--- src/rtl/fifo_stream_reader_pkg.sv ---
// Shared types and constants for the FIFO stream reader and its skid buffer.
package fifo_pkg;

  typedef enum logic [1:0] {EMPTY, ONE, TWO} skid_state_t;

  localparam int unsigned SKID_DEPTH = 2;

endpackage

--- src/rtl/fifo_stream_reader_if.sv ---
// FIFO read port plus outgoing valid/ready stream, seen from the reader (master).
interface fifo_stream_reader_if #(
  parameter int MSB = 3,
  parameter int LSB = 0
);

  logic           fifo_read;
  logic           fifo_empty;
  logic [MSB:LSB] fifo_out;
  logic           m_valid;
  logic [MSB:LSB] m_data;
  logic           m_ready;

  modport master (
    output fifo_read,
    output m_valid,
    output m_data,
    input  fifo_empty,
    input  fifo_out,
    input  m_ready
  );

  modport slave (
    input  fifo_read,
    input  m_valid,
    input  m_data,
    output fifo_empty,
    output fifo_out,
    output m_ready
  );

endinterface

--- src/rtl/fifo_stream_reader_skid.sv ---
// Two-entry oldest-first skid buffer; data_o is always the oldest word.
module stream_skid_buf
  import fifo_pkg::*;
#(
  parameter int MSB = 3,
  parameter int LSB = 0
) (
  input  logic           clk,
  input  logic           rst_n,
  input  logic           cap_i,
  input  logic [MSB:LSB] din_i,
  input  logic           pop_i,
  output logic [MSB:LSB] data_o,
  output logic           valid_o,
  output logic [1:0]     occ_o
);

  skid_state_t    state_q;
  logic [MSB:LSB] d0_q;
  logic [MSB:LSB] d1_q;
  logic           valid_q;

  always_ff @(posedge clk or negedge rst_n) begin
    if (!rst_n) begin
      state_q <= EMPTY;
      d0_q    <= '0;
      d1_q    <= '0;
      valid_q <= 1'b0;
    end else begin
      case (state_q)
        EMPTY: begin
          if (cap_i) begin
            d0_q    <= din_i;
            state_q <= ONE;
            valid_q <= 1'b1;
          end
        end
        ONE: begin
          if (cap_i && pop_i) begin
            d0_q <= din_i;
          end else if (cap_i) begin
            d1_q    <= din_i;
            state_q <= TWO;
          end else if (pop_i) begin
            state_q <= EMPTY;
            valid_q <= 1'b0;
          end
        end
        TWO: begin
          // Pop promotes the younger entry; a simultaneous capture refills its slot.
          if (pop_i) begin
            d0_q <= d1_q;
            if (cap_i) d1_q    <= din_i;
            else       state_q <= ONE;
          end
        end
        default: begin
          state_q <= EMPTY;
          valid_q <= 1'b0;
        end
      endcase
    end
  end

  always_comb begin
    occ_o = '0;
    case (state_q)
      EMPTY:   occ_o = 2'd0;
      ONE:     occ_o = 2'd1;
      TWO:     occ_o = 2'd2;
      default: occ_o = 2'd0;
    endcase
  end

  assign data_o  = d0_q;
  assign valid_o = valid_q;

  a_no_overflow: assert property (@(posedge clk) disable iff (!rst_n)
    !(state_q == TWO && cap_i && !pop_i));

endmodule

--- src/rtl/fifo_stream_reader.sv ---
// Drains a registered-output FIFO into a valid/ready stream at one word per clock.
module fifo_stream_reader
  import fifo_pkg::*;
#(
  parameter int MSB   = 3,
  parameter int LSB   = 0,
  parameter int CNT_W = 16
) (
  input  logic                 clk,
  input  logic                 reset_n,
  input  logic                 enable,
  fifo_stream_reader_if.master bus,
  output logic [CNT_W-1:0]     xfer_cnt
);

  logic [1:0]       occ;
  logic             infl_q;
  logic             pop;
  logic [2:0]       pending;
  logic [2:0]       limit;
  logic [CNT_W-1:0] xfer_cnt_q;
  logic [CNT_W-1:0] xfer_cnt_d;

  assign pop = bus.m_valid && bus.m_ready;

  // occ + infl - pop < depth, rearranged to avoid unsigned underflow.
  assign pending       = {1'b0, occ} + {2'b00, infl_q};
  assign limit         = 3'(SKID_DEPTH) + {2'b00, pop};
  assign bus.fifo_read = enable && !bus.fifo_empty && (pending < limit);

  always_comb begin
    xfer_cnt_d = xfer_cnt_q;
    if (pop) xfer_cnt_d = xfer_cnt_q + CNT_W'(1);
  end

  always_ff @(posedge clk or negedge reset_n) begin
    if (!reset_n) begin
      infl_q     <= 1'b0;
      xfer_cnt_q <= '0;
    end else begin
      infl_q     <= bus.fifo_read;
      xfer_cnt_q <= xfer_cnt_d;
    end
  end

  assign xfer_cnt = xfer_cnt_q;

  stream_skid_buf #(
    .MSB (MSB),
    .LSB (LSB)
  ) u_skid (
    .clk     (clk),
    .rst_n   (reset_n),
    .cap_i   (infl_q),
    .din_i   (bus.fifo_out),
    .pop_i   (pop),
    .data_o  (bus.m_data),
    .valid_o (bus.m_valid),
    .occ_o   (occ)
  );

endmodule

--- src/flat_wrapper.sv ---
// flat-port wrapper written by rule: the top's interface ports become plain ports
module fifo_stream_reader_flat import fifo_pkg::*;
#(
  parameter int MSB   = 3,
  parameter int LSB   = 0,
  parameter int CNT_W = 16
)
  (clk, reset_n, enable, xfer_cnt, bus_fifo_read, bus_m_valid, bus_m_data, bus_fifo_empty, bus_fifo_out, bus_m_ready);
  fifo_stream_reader_if #(.MSB(MSB), .LSB(LSB)) bus_i ();
  input  logic clk;
  input  logic reset_n;
  input  logic enable;
  output logic [CNT_W-1:0] xfer_cnt;
  output wire logic [$bits(bus_i.fifo_read)-1:0] bus_fifo_read;
  output wire logic [$bits(bus_i.m_valid)-1:0] bus_m_valid;
  output wire logic [$bits(bus_i.m_data)-1:0] bus_m_data;
  input wire logic [$bits(bus_i.fifo_empty)-1:0] bus_fifo_empty;
  input wire logic [$bits(bus_i.fifo_out)-1:0] bus_fifo_out;
  input wire logic [$bits(bus_i.m_ready)-1:0] bus_m_ready;
  assign bus_fifo_read = bus_i.fifo_read;
  assign bus_m_valid = bus_i.m_valid;
  assign bus_m_data = bus_i.m_data;
  assign bus_i.fifo_empty = bus_fifo_empty;
  assign bus_i.fifo_out = bus_fifo_out;
  assign bus_i.m_ready = bus_m_ready;
  fifo_stream_reader #(.MSB(MSB), .LSB(LSB), .CNT_W(CNT_W)) u_core (.clk(clk), .reset_n(reset_n), .enable(enable), .bus(bus_i), .xfer_cnt(xfer_cnt));
endmodule
--- config.mk ---
export PLATFORM = sky130hd
export DESIGN_NAME = fifo_stream_reader_flat
export DESIGN_NICKNAME = d
export VERILOG_FILES = /design/src/rtl/fifo_stream_reader_pkg.sv /design/src/rtl/fifo_stream_reader_if.sv /design/src/rtl/fifo_stream_reader_skid.sv /design/src/rtl/fifo_stream_reader.sv /design/src/flat_wrapper.sv
export SDC_FILE = /design/constraint.sdc
export NUM_CORES = 1
export LEC_CHECK = 0
export ABC_AREA = 1
export CAP_MARGIN = 20
export CORE_MARGIN = 10
export CORE_UTILIZATION = 45
export DETAILED_ROUTE_END_ITERATION = 6
export GPL_ROUTABILITY_DRIVEN = 0
export PLACE_DENSITY = 0.75
export SYNTH_ARGS = -nofsm -noshare
export SYNTH_HDL_FRONTEND = slang
export SYNTH_SLANG_ARGS = --single-unit
--- constraint.sdc ---
create_clock -name clk -period 1.56 [get_ports clk]
set_clock_uncertainty 0.2 [all_clocks]
set_input_delay 0.234 -clock clk [delete_from_list [all_inputs] [get_ports clk]]
set_output_delay 0.234 -clock clk [all_outputs]
set_load 0.05 [all_outputs]
* Yosys cells after proc, flatten, opt, wreduce, memory -nomap -nowiden
Index checks and enable logic that the tools add are counted.
** Storage, ports and cells
- Register bits :: 28
- Bits of input ports :: 9
- Output and inout bits :: 22
- Logic and storage cells :: 54
** Operators by class
- Add/subtract/negate cells :: 3
- Magnitude comparators :: 1
- Equal/unequal tests :: 10
- Muxes and demuxes :: 21
- Bitwise gates (word level) :: 1
- Reductions and logical operators :: 12
** Operator list (count)
- 4-bit 2-to-1 mux :: 6
- 16-bit by 1-bit adder with 16-bit output, second input constant :: 1
- 2-bit 2-to-1 mux :: 6
- 4-bit one-hot mux with 3 select lines :: 1
- 5-bit AND reduction :: 2
- 2-bit inequality test, second input constant :: 4
- 4-bit one-hot mux with 2 select lines :: 1
- 2-bit by 1-bit inequality test with 1-bit output, second input constant :: 3
- 2-bit one-hot mux with 3 select lines :: 1
- 1-bit logical AND :: 4
- 1-bit 2-to-1 mux :: 4
- 2-bit one-hot mux with 2 select lines :: 1
- 4-bit AND reduction :: 1
- 2-bit by 1-bit adder with 3-bit output :: 1
- 2-bit by 1-bit adder with 3-bit output, first input constant :: 1
- 3-bit < comparator :: 1
- 3-bit by 1-bit inequality test with 1-bit output, second input constant :: 1
- 1-bit one-hot mux with 3 select lines :: 1
- 3-bit AND reduction :: 1
- 3-bit nonzero test :: 1
- 2-bit by 1-bit equality test with 1-bit output, second input constant :: 1
- 2-bit equality test, second input constant :: 1
- 2-bit logical NOT :: 1
- 2-bit nonzero test :: 1
- other kinds (2) :: 2

* Depth between registers and ports, before layout
Gate-level depths: netlist of run 1.
- Depth in word-level cells :: 5
- Depth in mapped cells :: 9
- Mapped depth without buffers :: 8

* By module
Synthesis of run 1 repeated with hierarchy kept, for this count alone.
** Second synthesis, totals
- Cells, all modules :: 188
- Area total of the unflattened synthesis :: 1540.2 um^2
** Modules (own cells, without submodules)
- fifo_stream_reader :: instances 1, cells each 114, area an instance 945.9 um^2, seq. area each 425.4 um^2
- stream_skid_buf :: instances 1, cells each 74, area an instance 594.3 um^2, seq. area each 275.3 um^2

* Least setup slack after synthesis of run 1
OpenSTA, ideal clock, no wires.
- Kind :: register -> output
- Start point :: register u_core.u_skid.state_q[0]
- End point :: output bus_fifo_read
- Arrival :: 1.540 ns
- Required time :: 1.126 ns
- Setup slack :: -0.414 ns
- Stages on the path, launching flop included :: 7
- Buffers on the path :: 0
- Cell sequence :: dfrtp_1 -> inv_2 -> nor2_2 -> ha_1 -> ha_1 -> o21ai_0 -> and3_1
** Between the ends
- Word-level cells in the longest chain between the ends :: 5
- Elaborated cells on any way between the ends :: 6
- Classes of those cells :: add/sub (1); order compare (1); eq/ne (2); mux (1); reduce/logical (1)
** RTL lines
- start: declaration :: line fifo_stream_reader_skid.sv:18 : skid_state_t state_q;
- start signal: assignment :: line fifo_stream_reader_skid.sv:25 : state_q <= EMPTY;
- start signal: assignment :: line fifo_stream_reader_skid.sv:34 : state_q <= ONE;
- start signal: assignment :: line fifo_stream_reader_skid.sv:43 : state_q <= TWO;
- 2-bit equality test / 2-bit by 1-bit equality test with 1-bit output (equally long branches) :: line fifo_stream_reader_skid.sv:67 : case (state_q)
- 2-bit one-hot mux with 2 select lines (*) :: line fifo_stream_reader_skid.sv:67
- 2-bit by 1-bit adder with 3-bit output (*) :: line fifo_stream_reader.sv:27 : assign pending = {1'b0, occ} + {2'b00, infl_q};
- 3-bit < comparator (*) :: line fifo_stream_reader.sv:29 : assign bus.fifo_read = enable && !bus.fifo_empty && (pending < limit);
- 1-bit logical AND (*) :: line fifo_stream_reader.sv:29
- end: declaration :: line flat_wrapper.sv:14 : output wire logic [$bits(bus_i.fifo_read)-1:0] bus_fifo_read;
Mark *: on every way between the ends. The rest lies on a longest branch, timed or not.

* Worst setup path in the final report of run 1
- Start point :: register u_core.u_skid.state_q[1]
- End point :: output bus_fifo_read
Same word-level chain as after synthesis.

==> results.yml, run 1 <==
run_status:
  status: "finished, violations left"
  violations: "negative setup slack"
clock_tree:
  clock_path_buffers: 2
  cts_tree: "built"
  ctsRootBufferMaster: "clkbuf_4"
  cts.clk_slew.worst_paths_ns: 0.14
  clock_sinks: 28
  clk_latency_ns: 0.32
  htree_levels: 1
  numCtsBuffers: 3
  hold_buffers: 0
sta:
  fmax_mhz: 474
  tightestPinTransition_ns: 0.273
  fin_crit_sh_pct: 135
  drv_slew: 0
  setup_viol: 11
  rsz0062_at_grt: "true"
  setup_ws_ns: -0.550
  finalHoldViolCount: 0
  tns_ns: -1.14
  hold_ws_ns: 0.0470
  slew_headroom_pct: 81.7
  min_period_ns: 2.11
yosys:
  synthCells: 182
  synth_edf_count: 0
  synthesis.nets: 194
  synth_flop_cell: "dfrtp_1"
  synth.cells.most_frequent: "nand2_1, dfrtp_1, inv_1, nand3_1, nor2_1"
  yosysUniqueCellTypes: 25
  synth.most_common_cell: "nand2_1"
  synth_seq_cells: 28
  yosysSeqAreaShare_pct: 47.5
  syn_area_per_cell_um2: 8.11
  synthTopCellsByArea: "dfrtp_1, nand2_1, inv_1"
  synth_largest_area_cell: "dfrtp_1"
  synthesis.area_um2: 1480
  synth_top_area_share_pct: 47.5
  synthArstFlopShare_pct: 100
  yosys_warnings: 0
drt:
  via_count: 1363
  wl_um: 4020
  drtIter0Drc: 122
  vias_per_cell: 4.83
  drc_errors: 0
  first_pass_iters: 4
  wl_per_cell_um: 14.3
  ant_nets: 0
power:
  p_leak_nw: 1.16
  clkPwrFrac_pct: 8.7
  peakVddDrop_uv: 918
  intPower_mw: 2.05
  seq_power_share_pct: 32.2
  p_per_area_nw_per_um2: 1490
  switching_share_pct: 42.5
  power_frac_comb_pct: 59.1
  p_sw_mw: 1.52
placement:
  io_buffers: 30
  dp_hpwl_um: 2700
die:
  fp.dieArea_um2: 5970
  coreArea_um2: 3100
  ios: 31
  fp.dieH_um: 77.3
  fp.dieW_um: 77.3
  initial_utilization_pct: 47.6
  fp-row-count: 20
hold_path:
  hold_class: "primary input to async pin"
cells_and_area:
  diodes: 0
  nFillCells: 218
  area_growth_pct: 62.1
  final_nets: 251
  multi_input_area_um2: 768
  drive_above_1_share_pct: 42.9
  ff_latch_area_um2: 714
global_routing:
  track_usage_pct: 12.6
  grt.overflow.total: 0
  grt_pass1_wl_um: 6390
  grt_max_degree: 29
  grt_pass1_vias: 1398
  antenna_found_initial: 0
critical_path:
  crit_type: "flop to output pin"
  endpoint_kind: "output pin"
  slowest_stage: "dfrtp_1"
  path_delay_family: "flip-flops"
  reg2reg_depth: 10
  arrival_ns: 1.68
  crit_fanout: 2
  r2r-end: "u_core.u_skid.d1_q[1]$_DFFE_PN0P_"
  timing.rr.start: "u_core.u_skid.state_q[1]$_DFFE_PN0P_"
  timing.critical_path.cells: "buf_6, inv_4, nor2_4, ha_4, o21ai_2, and3_4, buf_12"
  required_ns: 1.13
  r2r_slack_ns: -0.08
  startpoint_type: "flop"
  cp_num_buf_inv: 3
  critPathMaxStageDelay_ns: 0.43
run:
  max_cap_violations: 0
==> metrics by stage <==
step | utilization (%) | instance area [µm²] | instances | total power [mW] | setup WS (ns)
global route | 77.1 | 2390 | 282 | 3.79 | -0.646
CTS | 73.3 | 2270 | 274 | 3.34 | -0.532
detailed placement | 70.4 | 2180 | 268 | 2.92 | -0.264
finish | 77.1 | 2390 | 282 | 3.57 | -0.550
global placement | 70.4 | 2180 | 268 | 2.87 | -0.228
floorplan | - | 1510 | 182 | 2.04 | -0.216
==> registers in the layout, indices dropped and copies added, names as in the netlist <==
| register | flops |
|---|---|
| u_core.xfer_cnt | 16 |
| u_core.u_skid.valid_o | 1 |
| u_core.u_skid.d1_q | 4 |
| u_core.infl_q | 1 |
| u_core.u_skid.data_o | 4 |
| u_core.u_skid.state_q | 2 |
==> routing by layer <==
layer / track usage, % / part of all wire [%]
met1: 15.1 / 41
met2: 21.2 / 53
met3: 3.03 / 5.3
met4: 4.56 / 1.0
met5: 0 / 0
==> final cells by class <==
cell class,instances,area share [%]
clock buffer,4,1.10
inverter,26,4.39
tap,44,2.30
multi-input combinational,126,32.1
sequential,28,29.8
timing repair buffer,54,30.3
==> cell families (layout without fill, tap and decap cells) <==
logic type / after synthesis / after routing / synth area share, %
simple gates: 100 / 100 / 30.3
buf+inv: 28 / 84 / 8.22
xor+xnor: 9 / 9 / 5.34
compound gates: 14 / 14 / 6.10
fa+ha+maj: 3 / 3 / 2.54
flops: 28 / 28 / 47.5
==> worst register-to-register path: cells and delay by family, from the launching register on <==
family / cells / cell delay [ns]
buffers and inverters: 4 / 0.41
AND/OR/NAND/NOR: 5 / 0.44
AO/OA/AOI/OAI: 1 / 0.05
flip-flops: 1 / 0.43
==> worst max path at each step <==
stage                                              start  slack, ns                              end  depth (start not counted)
finish              u_core.u_skid.state_q[1]$_DFFE_PN0P_      -0.55                    bus_fifo_read                          7
global route        u_core.u_skid.state_q[1]$_DFFE_PN0P_      -0.65                    bus_fifo_read                          6
CTS                 u_core.u_skid.state_q[1]$_DFFE_PN0P_      -0.53                    bus_fifo_read                          7
detailed placement                           bus_m_ready      -0.26  u_core.xfer_cnt[13]$_DFFE_PN0P_                          8
global placement    u_core.u_skid.state_q[0]$_DFFE_PN0P_      -0.23                    bus_fifo_read                          7
floorplan           u_core.u_skid.state_q[0]$_DFFE_PN0P_      -0.22                    bus_fifo_read                          6
==> layout by cell type (no fill, tap or decap), types with 4 or more instances in the layout <==
master	n
nor2_4	5
nand2_2	10
buf_12	23
nor2_1	8
xnor2_1	6
nand2_1	56
inv_1	19
nand3_1	7
inv_2	4
clkdlybuf4s50_1	8
dfrtp_1	17
dfrtp_2	11
o21ai_2	7
buf_4	20
==> what timing repair did <==
action                                  in CTS  in global routing
endpoints found under the setup margin       7                 19
gates cloned                                 0                  0
pin swaps                                    5                  9
buffers inserted                             3                 10
gates resized for setup                      9                 24
endpoints found under the hold margin        0                  0
==> power by group through the flow <==
stage	clock (mW)	combinational [mW]	sequential, mW
final	0.310	2.11	1.15
after global placement	0	1.73	1.14
after detailed placement	0	1.77	1.16
after CTS	0.325	1.87	1.15
after global routing	0.355	2.26	1.17
after floorplan	0	0.520	1.52
Power figures use the tool's default switching activity.
==> run 2: changes to the inputs <==
--- a/config.mk
+++ b/config.mk
@@ -7,11 +7,11 @@
 export LEC_CHECK = 0
 export ABC_AREA = 1
 export CAP_MARGIN = 20
-export CORE_MARGIN = 10
+export CORE_MARGIN = 5
 export CORE_UTILIZATION = 45
 export DETAILED_ROUTE_END_ITERATION = 6
 export GPL_ROUTABILITY_DRIVEN = 0
-export PLACE_DENSITY = 0.75
+export PLACE_DENSITY = 0.74
 export SYNTH_ARGS = -nofsm -noshare
 export SYNTH_HDL_FRONTEND = slang
 export SYNTH_SLANG_ARGS = --single-unit
==> results.yml, run 2 (synthesis results as in run 1) <==
drt:
  drtIter0Drc: 111
  via_count: 1363
  wl_um: 3940
  first_pass_iters: 4
  wl_per_cell_um: 13.9
  ant_nets: 0
  drc_errors: 0
  vias_per_cell: 4.82
critical_path:
  crit_type: "flop to output pin"
  timing.critical_path.cells: "buf_6, inv_4, nor2_4, ha_4, o21ai_2, and3_4, buf_12"
  required_ns: 1.13
  crit_start: "u_core.u_skid.state_q[1]$_DFFE_PN0P_"
  timing.rr.start: "u_core.u_skid.state_q[1]$_DFFE_PN0P_"
  endpoint_kind: "output pin"
  startpoint_type: "flop"
  slowest_stage: "dfrtp_1"
  crit_fanout: 2
  critPathMaxStageDelay_ns: 0.46
  arrival_ns: 1.70
  reg2reg_depth: 9
placement:
  dp_hpwl_um: 2790
  dpl.cell_count: 268
  io_buffers: 30
  post-place-ws_ns: -0.327
  place_area_um2: 2180
die:
  fp.dieW_um: 67.3
  coreArea_um2: 3100
  fp-row-count: 20
  initial_utilization_pct: 47.6
  ios: 31
  fp.dieH_um: 67.3
  fp.dieArea_um2: 4530
power:
  peakVddDrop_uv: 895
  p_leak_nw: 1.18
  p_per_area_nw_per_um2: 1500
run_status:
  status: "finished, violations left"
  violations: "negative setup slack"
cells_and_area:
  area_growth_pct: 63.2
  diodes: 0
  largest_reg_flops: 16
  instances_no_fill: 283
  final_common_cell: "nand2_1"
  drive_above_1_share_pct: 40.6
  final_core_util_pct: 77.7
  final_nets: 252
  design_area_um2: 2410
  layout_common_cells: "nand2_1, buf_12, inv_1"
global_routing:
  grt.overflow.total: 0
  antenna_found_initial: 0
  track_usage_pct: 18.9
  grt_pass1_wl_um: 6380
  grt_pass1_vias: 1418
  grt_max_degree: 29
clock_tree:
  cts_tree: "built"
  numCtsBuffers: 3
  clock_sinks: 28
  cts.clk_slew.worst_paths_ns: 0.15
  clock_path_buffers: 2
  ctsRootBufferMaster: "clkbuf_4"
  htree_levels: 1
  clk_latency_ns: 0.33
  hold_buffers: 0
sta:
  hold_ws_ns: 0.0289
  tightestPinTransition_ns: 0.327
  setup_viol: 11
  rsz0062_at_grt: "true"
  setup_ws_ns: -0.578
  min_period_ns: 2.14
  fmax_mhz: 468
  finalHoldViolCount: 0
  fin_crit_sh_pct: 137
  drv_slew: 0
  slew_headroom_pct: 78.1
run:
  max_cap_violations: 0
hold_path:
  hold_class: "primary input to async pin"
-- run 2: changes by cell type in the layout (fill, tap and decap cells not counted), moves of 2 or more --
cell,before,now
inv_1,19,21
o21ai_2,7,5
inv_2,4,2
nand3_2,3,1
dfrtp_2,11,9
dfrtp_1,17,19
nand3_1,7,9
-- run 2: what timing repair did --
action	CTS	global route
pin swaps	3	13
resized for setup	5	23
buffers inserted	4	9
hold endpoints to repair	0	0
endpoints found under the setup margin	4	22
-- run 2: path summary, 6_finish.rpt --
| kind | to | slack, ns |
|---|---|---|
| max reg2reg | u_core.u_skid.state_q[0]$_DFFE_PN0P_ | -0.04 |
| min in group clk | u_core.u_skid.d1_q[0]$_DFFE_PN0P_ | 0.24 |
| max in group asynchronous | u_core.xfer_cnt[7]$_DFFE_PN0P_ | 0.95 |
| max | bus_fifo_read | -0.58 |
| min | u_core.u_skid.d1_q[0]$_DFFE_PN0P_ | 0.03 |
| min reg2reg | u_core.u_skid.d1_q[3]$_DFFE_PN0P_ | 0.31 |
-- run 2: report_power, final --
part           internal [mW]  total (mW)  leakage, nW  switching [mW]
Sequential             0.931        1.11        0.350           0.184
Clock                  0.143       0.362       0.0210           0.219
Combinational           1.02        2.13        0.810            1.11
Total                   2.09        3.61         1.18            1.51
-- run 2: critical path, delay by kind of cell, from the launching register on --
family / cells / cell delay [ns]
adder cells (fa/ha/maj): 1 / 0.21
buffers and inverters: 3 / 0.32
AO/OA/AOI/OAI: 1 / 0.05
flip-flops: 1 / 0.46
AND/OR/NAND/NOR: 2 / 0.34
-- run 2: cell type report --
class                           instances  area, µm²
Sequential cell                        28        712
Inverter                               26        105
Timing Repair Buffer                   55        736
Fill cell                             220        693
Multi-Input combinational cell        126        766
Tap cell                               44       55.1
Clock buffer                            4       36.3
-- run 2: stage by stage --
step / TNS (ns) / total power [mW]
6_report: -0.768 / 3.61
5_1_grt: -1.53 / 3.80
4_1_cts: -0.582 / 3.38
3_5_place_dp: -3.65 / 2.94
3_3_place_gp: -2.88 / 2.85
2_1_floorplan: -0.293 / 2.04
-- run 2: metal layers --
metal | part of all wire (%) | wire length, µm | vias up | GRT usage (%)
li1 | - | - | 675 | -
met1 | 40 | 1580 | 648 | 21.9
met2 | 54 | 2140 | 33 | 34.0
met3 | 3.1 | 124 | 7 | 2.16
met4 | 2.4 | 96 | 0 | 9.62
met5 | 0 | 0 | - | 0
